$ cat config.mk
export PLATFORM = sky130hd
export DESIGN_NAME = axi_lite_arb2
export DESIGN_NICKNAME = d
export VERILOG_FILES = /design/src/rtl/axi_arb_pkg.sv /design/src/rtl/axi_lite_arb2_rr_pick2.sv /design/src/rtl/axi_lite_arb2.sv
export SDC_FILE = /design/constraint.sdc
export NUM_CORES = 1
export LEC_CHECK = 0
export CAP_MARGIN = 20
export CORE_AREA = 4 4 167 169
export DETAILED_ROUTE_END_ITERATION = 7
export DIE_AREA = 0 0 171 173
export GPL_TIMING_DRIVEN = 0
export HOLD_SLACK_MARGIN = 0.06
export PLACE_DENSITY_LB_ADDON = 0.08
export SKIP_LAST_GASP = 1
export SLEW_MARGIN = 10
export SYNTH_ARGS = -nofsm -noshare
export SYNTH_HDL_FRONTEND = slang
export SYNTH_SLANG_ARGS = --single-unit
$ cat constraint.sdc
create_clock -name clk -period 1.3 [get_ports clk]
set_input_delay 0.26 -clock clk [delete_from_list [all_inputs] [get_ports clk]]
set_output_delay 0.26 -clock clk [all_outputs]
set_load 0.005 [all_outputs]
$ cat src/rtl/axi_arb_pkg.sv
// Shared definitions for the two-master AXI-Lite arbiter: FSM state encodings and master ids.
package axi_arb_pkg;

    typedef enum logic [1:0] {
        ARB_IDLE = 2'b00,
        ARB_WR   = 2'b01,
        ARB_RD   = 2'b10
    } arb_state_t;

    localparam logic ID_DATA  = 1'b0;
    localparam logic ID_INSTR = 1'b1;

endpackage

$ cat src/rtl/axi_lite_arb2_rr_pick2.sv
// Two-way requester pick: round-robin by ptr when rr_en, otherwise fixed priority to id 0.
module rr_pick2
    import axi_arb_pkg::*;
(
    input  logic [1:0] req,
    input  logic       ptr,
    input  logic       rr_en,
    output logic       gnt_id,
    output logic       any
);

    always_comb begin
        any    = |req;
        gnt_id = ID_DATA;
        if (req == 2'b11) begin
            gnt_id = rr_en ? ptr : ID_DATA;
        end else if (req[1]) begin
            gnt_id = ID_INSTR;
        end
    end

endmodule

$ cat src/rtl/axi_lite_arb2.sv
// Two-master to one-slave AXI-Lite arbiter; one transaction in flight, channels muxed combinationally
// to the granted master for the whole write (AW/W/B) or read (AR/R) transaction.
module axi_lite_arb2
    import axi_arb_pkg::*;
#(
    parameter int ADDR_W = 32,
    parameter int DATA_W = 32,
    parameter int RR_EN  = 1
) (
    input  logic                clk,
    input  logic                rst,
    // master 0 (data side)
    input  logic [ADDR_W-1:0]   s0_awaddr,
    input  logic                s0_awvalid,
    output logic                s0_awready,
    input  logic [DATA_W-1:0]   s0_wdata,
    input  logic [DATA_W/8-1:0] s0_wstrb,
    input  logic                s0_wvalid,
    output logic                s0_wready,
    output logic                s0_bvalid,
    input  logic                s0_bready,
    input  logic [ADDR_W-1:0]   s0_araddr,
    input  logic                s0_arvalid,
    output logic                s0_arready,
    output logic [DATA_W-1:0]   s0_rdata,
    output logic                s0_rvalid,
    input  logic                s0_rready,
    // master 1 (instruction side)
    input  logic [ADDR_W-1:0]   s1_awaddr,
    input  logic                s1_awvalid,
    output logic                s1_awready,
    input  logic [DATA_W-1:0]   s1_wdata,
    input  logic [DATA_W/8-1:0] s1_wstrb,
    input  logic                s1_wvalid,
    output logic                s1_wready,
    output logic                s1_bvalid,
    input  logic                s1_bready,
    input  logic [ADDR_W-1:0]   s1_araddr,
    input  logic                s1_arvalid,
    output logic                s1_arready,
    output logic [DATA_W-1:0]   s1_rdata,
    output logic                s1_rvalid,
    input  logic                s1_rready,
    // downstream slave port
    output logic [ADDR_W-1:0]   m_awaddr,
    output logic                m_awvalid,
    input  logic                m_awready,
    output logic [DATA_W-1:0]   m_wdata,
    output logic [DATA_W/8-1:0] m_wstrb,
    output logic                m_wvalid,
    input  logic                m_wready,
    input  logic                m_bvalid,
    output logic                m_bready,
    output logic [ADDR_W-1:0]   m_araddr,
    output logic                m_arvalid,
    input  logic                m_arready,
    input  logic [DATA_W-1:0]   m_rdata,
    input  logic                m_rvalid,
    output logic                m_rready,
    output logic                busy_o,
    output logic                grant_o
);

    arb_state_t state_q, state_d;
    logic       grant_q, grant_d;
    logic       rr_ptr_q, rr_ptr_d;
    logic       pick_id, pick_any, win_aw;
    logic       wr_st, rd_st;

    rr_pick2 u_pick (
        .req    ({s1_awvalid | s1_arvalid, s0_awvalid | s0_arvalid}),
        .ptr    (rr_ptr_q),
        .rr_en  (RR_EN != 0),
        .gnt_id (pick_id),
        .any    (pick_any)
    );

    // a write from the winner beats its own read; the read stays asserted for the next round
    assign win_aw = (pick_id == ID_INSTR) ? s1_awvalid : s0_awvalid;

    always_ff @(posedge clk) begin
        if (rst) begin
            state_q  <= ARB_IDLE;
            grant_q  <= ID_DATA;
            rr_ptr_q <= 1'b0;
        end else begin
            state_q  <= state_d;
            grant_q  <= grant_d;
            rr_ptr_q <= rr_ptr_d;
        end
    end

    always_comb begin
        state_d  = state_q;
        grant_d  = grant_q;
        rr_ptr_d = rr_ptr_q;
        case (state_q)
            ARB_IDLE: begin
                if (pick_any) begin
                    grant_d = pick_id;
                    state_d = win_aw ? ARB_WR : ARB_RD;
                end
            end
            ARB_WR: begin
                if (m_bvalid && m_bready) begin
                    state_d = ARB_IDLE;
                    if (RR_EN != 0) rr_ptr_d = ~grant_q;
                end
            end
            ARB_RD: begin
                if (m_rvalid && m_rready) begin
                    state_d = ARB_IDLE;
                    if (RR_EN != 0) rr_ptr_d = ~grant_q;
                end
            end
            default: state_d = ARB_IDLE;
        endcase
    end

    assign wr_st   = (state_q == ARB_WR);
    assign rd_st   = (state_q == ARB_RD);
    assign busy_o  = (state_q != ARB_IDLE);
    assign grant_o = grant_q;

    // everything not on the granted master's active channel is held at zero
    always_comb begin
        m_awaddr   = '0;
        m_awvalid  = 1'b0;
        m_wdata    = '0;
        m_wstrb    = '0;
        m_wvalid   = 1'b0;
        m_bready   = 1'b0;
        m_araddr   = '0;
        m_arvalid  = 1'b0;
        m_rready   = 1'b0;
        s0_awready = 1'b0;
        s0_wready  = 1'b0;
        s0_bvalid  = 1'b0;
        s0_arready = 1'b0;
        s0_rdata   = '0;
        s0_rvalid  = 1'b0;
        s1_awready = 1'b0;
        s1_wready  = 1'b0;
        s1_bvalid  = 1'b0;
        s1_arready = 1'b0;
        s1_rdata   = '0;
        s1_rvalid  = 1'b0;
        if (wr_st) begin
            if (grant_q == ID_INSTR) begin
                m_awaddr   = s1_awaddr;
                m_awvalid  = s1_awvalid;
                m_wdata    = s1_wdata;
                m_wstrb    = s1_wstrb;
                m_wvalid   = s1_wvalid;
                m_bready   = s1_bready;
                s1_awready = m_awready;
                s1_wready  = m_wready;
                s1_bvalid  = m_bvalid;
            end else begin
                m_awaddr   = s0_awaddr;
                m_awvalid  = s0_awvalid;
                m_wdata    = s0_wdata;
                m_wstrb    = s0_wstrb;
                m_wvalid   = s0_wvalid;
                m_bready   = s0_bready;
                s0_awready = m_awready;
                s0_wready  = m_wready;
                s0_bvalid  = m_bvalid;
            end
        end
        if (rd_st) begin
            if (grant_q == ID_INSTR) begin
                m_araddr   = s1_araddr;
                m_arvalid  = s1_arvalid;
                m_rready   = s1_rready;
                s1_arready = m_arready;
                s1_rdata   = m_rdata;
                s1_rvalid  = m_rvalid;
            end else begin
                m_araddr   = s0_araddr;
                m_arvalid  = s0_arvalid;
                m_rready   = s0_rready;
                s0_arready = m_arready;
                s0_rdata   = m_rdata;
                s0_rvalid  = m_rvalid;
            end
        end
    end

endmodule

==> metrics.csv, run 1 <==
metric,value,unit
CTS H-tree lvls,1,
multi-input logic area,1840,um2
number of synthesized register bits,4,
Reg power frac,4.1,%
TritonCTS clock tree,done,
"worst slack, placed",-0.983,ns
number of port buffers,429,
Worst Hold Depth,2,
worst r2r path cells,6,
Hold Path Sink,grant_o,
largest net degree at the start of global routing,11,
internal power,0.00279,W
crit path cell chain,nand2b_4 -> nor2_4 -> buf_6 -> clkbuf_16 -> buf_8 -> buf_6 -> a22o_1 -> buf_2,
register area share after synthesis,4.39,%
gr ovfl total,0,
synthesized area per cell,7.18,um2
Comb power frac,84.0,%
Worst Path Arrival,1.65,ns
GRT Util Overall,12.2,%
max_cap viols,0,
Finished Layout Cells,1108,
via/cell ratio,3.91,
sw power,0.00133,W
worst-path maximum fanout,4,
drt pass-1 iters,4,
startpoint type of the worst setup path,flip-flop,
first-pass GRT wire length,27800,um
die area,29600,um2
# rows,60,
CP peak stage delay,0.36,ns
Post-Syn Nets,503,
area growth from synthesis to layout,322,%
Setup Skew,0.00333,ns
nets,1016,
FF-to-FF End,rr_ptr_q,
maximum clock path buffer count,2,
placed cell count,1024,
die span in x,171,um
post-synth cell types,22,
kind of critical path,flip-flop to output port,
reg2reg start,grant_o,
final wirelength,22000,um
vias,4335,
Wirelength per Cell,19.9,um
net switching share of the total power,32.3,%
sequential cell area,91.3,um2
Worst Hold Launch,rr_ptr_q,
I/O pins,430,
GPL Wtd Cong,0.843,
Initial DRC Count,95,
vias in the first global route,4388,
Num CTS Buffers,3,
Post-Route Hold Slack,0.596,ns
Critical Path Slowest Stage Cell,dfxtp_4,
clock latency on the worst-skew pair,0.23,ns
CP top delay family,buffers and inverters,
most common library cell in the layout ignoring fill and taps,clkdlybuf4s50_1,
final period utilization,147,%
layout cell share with drive strength beyond 1,45.1,%
CP Capture Type,output port,
Buf/Inv on CP,5,
P per Cell Area,537,nW/um2
maximum clock frequency,524,MHz
worst vdd ir,296,uV
CTS root buf,clkbuf_16,
area of the core,26600,um2
Gate Count Post-Synth,254,
Tightest Hold Check Type,flip-flop to flip-flop,
worst-margin pin slew,0.378,ns
status,"finished, violations left",
Final setup viols,183,
most frequent cells in the layout,"clkdlybuf4s50_1, a22o_1, buf_2, buf_6, clkbuf_2",
clock group share of total power,11.8,%
Final ANT Viol Nets,0,
CTS sink cnt,4,
cell repeated most along the worst path,buf_6,
Filler Cell Count,2872,
# DRC,0,
R2R setup slack,-0.24,ns
yosys warns,0,
area of the mapped netlist,1820,um2
leak pwr,3.75,nW
initial antenna violation count,2,
RSZ-0062 raised after global routing,true,
"Worst Setup Slack, final",-0.610,ns
Slew Limit Fails,0,
Clock Pin Slew Worst Setup and Hold Paths,0.03,ns
Tmin final,1.91,ns
post-DP HPWL,17200,um
relative slew slack,74.6,%
Fin. Hold Viols,0,
Starting Density,6.86,%
Die Y,173,um
hold_buf cts,0,
Worst EP required,1.04,ns
failing checks,setup timing,
fin util,28.9,%
[power by group through the flow]
stage          Combinational (W)  Clock [W]  Sequential [W]
2_1_floorplan           0.000853          0        0.000157
3_3_place_gp             0.00275          0        0.000163
3_5_place_dp             0.00275          0        0.000163
4_1_cts                  0.00296   0.000499        0.000169
5_1_grt                  0.00369   0.000510        0.000173
6_report                 0.00347   0.000488        0.000171
[state kept, by name (all words and copies together) (netlist names)]
| signal | flops |
|---|---|
| rr_ptr_q | 1 |
| grant_o | 1 |
| state_q | 2 |
[cell families after synthesis]
| kind of cell | after synthesis | share of synthesized area [%] |
|---|---|---|
| muxes | 3 | 1.78 |
| DFF | 4 | 4.39 |
| AOI/OAI and AO/OA | 113 | 52.6 |
| and+or+nand+nor | 98 | 32.5 |
| buffers and inverters | 36 | 8.72 |
[worst max-delay path by stage]
stage	endpoint	from	slack, ns	cells after the start
floorplan	m_awaddr[0]	state_q[1]	-0.03	4
global placement	m_wdata[30]	grant_o	-0.95	5
detailed placement	m_wdata[30]	grant_o	-0.98	5
CTS	m_araddr[24]	state_q[0]	-0.78	6
global route	m_wdata[30]	state_q[1]	-0.66	7
finish	m_wdata[30]	state_q[1]	-0.61	8
[per-stage QoR]
stage / setup TNS [ns] / total power [W] / cell area, um2
after floorplan: -2.37 / 0.00101 / 1860
after global placement: -144.28 / 0.00292 / 6590
after detailed placement: -150.28 / 0.00291 / 6590
after CTS: -124.93 / 0.00363 / 7120
after global routing: -100.34 / 0.00437 / 7690
final: -91.33 / 0.00413 / 7690
[worst reg2reg max path: stages, from the launching register on]
cell and delay, ns:
dfxtp_4 0.41, buf_6 0.14, mux2_4 0.31, buf_6 0.13, nand2_4 0.06, o22ai_4 0.07, mux2_4 0.30
[synth_stat cells]
cell / instances / share of area [%]
nor2_1: 7 / 1.4
and3_1: 68 / 23
clkbuf_1: 16 / 3.3
inv_1: 1 / 0.21
and2_1: 6 / 2.1
a22o_1: 103 / 49
nor2_4: 1 / 0.62
nand2_1: 3 / 0.62
nand2b_1: 4 / 1.4
buf_2: 19 / 5.2
nor2_2: 3 / 1.0
nor2b_1: 3 / 1.0
a211oi_1: 1 / 0.41
nor4_1: 2 / 0.69
o22ai_1: 1 / 0.34
o21ai_0: 3 / 0.82
or2_2: 1 / 0.34
o21a_1: 1 / 0.41
a21oi_1: 4 / 1.1
mux2_2: 2 / 1.2
mux2i_1: 1 / 0.55
dfxtp_1: 4 / 4.4
[final cells by class]
cell class | count | area share (%)
diodes | 2 | 0.0651
well taps | 341 | 5.55
plain buffers | 26 | 4.38
flip-flops and latches | 4 | 1.19
multi-input cells | 214 | 23.9
repair buffers | 517 | 63.7
inverters | 1 | 0.212
clock buffers | 3 | 0.976
[timing repair]
action | CTS | global route
pin swaps | 6 | 90
gates cloned | 4 | 19
setup endpoints to repair | 184 | 184
gates resized for setup | 141 | 613
setup buffers | 21 | 49
[per-layer routing]
| layer | up-vias | global-route usage (%) | routed length [um] |
|---|---|---|---|
| met4 | 0 | 2.21 | 167 |
| met1 | 2022 | 12.2 | 7650 |
| li1 | 2061 | - | - |
| met3 | 8 | 3.50 | 1950 |
| met5 | - | 0 | 0 |
| met2 | 244 | 24.8 | 12300 |
(Power assumes the default switching activity.)
==> inputs of run 2 (changes only) <==
--- a/config.mk
+++ b/config.mk
@@ -13,7 +13,6 @@
 export HOLD_SLACK_MARGIN = 0.06
 export PLACE_DENSITY_LB_ADDON = 0.08
 export SKIP_LAST_GASP = 1
-export SLEW_MARGIN = 10
 export SYNTH_ARGS = -nofsm -noshare
 export SYNTH_HDL_FRONTEND = slang
 export SYNTH_SLANG_ARGS = --single-unit
==> constraint.sdc (replaced) <==
create_clock -name clk -period 1.3 [get_ports clk]
set_input_delay 0.26 -clock clk [delete_from_list [all_inputs] [get_ports clk]]
set_output_delay 0.26 -clock clk [all_outputs]
set_load 0.01 [all_outputs]
==> run 2 against run 1 <==
  * The run still ends with setup timing left
  * Die area did not move
  * Hold slack worse by 0.030 ns
  * Final cell count shrank 3.8%
  * Clock power fell by 3%
  * First-iteration DRC count fell by 3.2%
==> metrics.csv, run 2 (synthesis results as in run 1) <==
metric,value,unit
Fin. Hold Viols,0,
R2R setup slack,-0.16,ns
Die Y,173,um
P per Cell Area,546,nW/um2
CTS sink cnt,4,
worst vdd ir,373,uV
Largest Register,state_q,
largest net degree at the start of global routing,11,
Setup crit start,state_q[1],
TritonCTS clock tree,done,
Tightest Hold Check Type,primary input to flip-flop,
number of port buffers,429,
area of the core,26600,um2
Num CTS Buffers,3,
max_cap viols,0,
GRT Util Overall,12.7,%
nets,974,
area growth from synthesis to layout,300,%
GPL Wtd Cong,0.835,
worst-path maximum fanout,5,
placed cell count,1024,
Final setup viols,181,
CTS H-tree lvls,1,
# rows,60,
Filler Cell Count,2890,
# DRC,0,
Initial DRC Count,92,
worst-margin pin slew,0.285,ns
sequential cell area,91.3,um2
clock latency on the worst-skew pair,0.22,ns
Final ANT Viol Nets,0,
status,"finished, violations left",
Worst EP required,1.04,ns
final wirelength,20900,um
final period utilization,134,%
Wirelength per Cell,19.6,um
vias,4116,
RSZ-0062 raised after global routing,true,
drt pass-1 iters,6,
reg2reg start,grant_o,
I/O pins,430,
via/cell ratio,3.86,
Setup TNS Final,-65.75,ns
post-DP HPWL,17300,um
Slew Limit Fails,0,
multi-input logic area,1790,um2
vias in the first global route,4384,
Finished Layout Cells,1066,
Tmin final,1.74,ns
most common library cell in the layout ignoring fill and taps,clkdlybuf4s50_1,
kind of critical path,flip-flop to output port,
CTS root buf,clkbuf_16,
Clock Pin Slew Worst Setup and Hold Paths,0.03,ns
startpoint type of the worst setup path,flip-flop,
most frequent cells in the layout,"clkdlybuf4s50_1, a22o_1, buf_2, buf_6, and3_1",
failing checks,setup timing,
Worst Hold Launch,s1_arvalid,
fin util,27.4,%
die span in x,171,um
Setup Skew,0.00386,ns
die area,29600,um2
initial antenna violation count,2,
layout cell share with drive strength beyond 1,41.8,%
Post-Route Hold Slack,0.566,ns
Worst Path Arrival,1.48,ns
maximum clock path buffer count,2,
maximum clock frequency,574,MHz
max FFs per register,2,
Power Total,0.00398,W
gr ovfl total,0,
leak pwr,3.35,nW
hold_buf cts,0,
relative slew slack,81.0,%
first-pass GRT wire length,28900,um
CP Capture Type,output port,
Starting Density,6.86,%
"Worst Setup Slack, final",-0.442,ns
-- run 2: cell types whose count changed in the layout (fill, tap and decap cells not counted), sizes merged, moves of 2 or more --
cell / before / now
clkbuf: 77 / 20
clkdlybuf4s15: 0 / 25
dlymetal6s2s: 8 / 2
clkdlybuf4s50: 248 / 245
buf: 213 / 211
-- run 2: path summary, 6_finish.rpt --
kind | endpoint | cells past startpoint
setup / recovery | m_awaddr[10] | 6
hold reg to reg | grant_o | 2
setup reg to reg | rr_ptr_q | 5
hold / removal | grant_o | 5
-- run 2: final cells by class --
cell class              count  area share (%)
multi-input cells         214            24.6
well taps                 341            5.85
repair buffers            467            60.8
inverters                   1           0.154
diodes                      2          0.0686
plain buffers              34            6.26
flip-flops and latches      4            1.25
clock buffers               3            1.03
-- run 2: timing repair --
action | 4_1_cts | 5_1_grt
pin swaps | 70 | 14
cloned | 12 | 4
gates resized for setup | 859 | 70
endpoints found under the hold margin | 0 | 0
endpoints found under the setup margin | 184 | 184
buffers inserted | 21 | 2
-- run 2: per-layer routing --
layer  global-route usage (%)  vias to the layer above  wire, um
li1                         -                     1969         -
met1                     12.7                     1902      7030
met2                     25.9                      235     11600
met3                     3.32                       10      1980
met4                     1.85                        0       253
met5                        0                        -         0
-- run 2: power by group --
| group | internal [W] | total [W] | switching [W] |
|---|---|---|---|
| clock | 0.000393 | 0.000475 | 0.0000820 |
| combinational | 0.00203 | 0.00333 | 0.00130 |
| sequential | 0.000143 | 0.000172 | 0.0000292 |
| total | 0.00257 | 0.00398 | 0.00141 |
-- run 2: through the flow --
step / cell area, um2 / worst slack [ns]
2_1_floorplan: 1880 / -0.0630
3_3_place_gp: 6600 / -1.04
3_5_place_dp: 6600 / -1.11
4_1_cts: 6900 / -0.470
5_1_grt: 7290 / -0.506
6_report: 7290 / -0.442
-- run 2: worst max-delay path, cell delays in order (launching register included) --
cell,delay (ns)
dfxtp_4,0.34
nand2b_4,0.16
nor2_4,0.14
buf_6,0.17
buf_8,0.12
a22o_1,0.17
buf_2,0.14
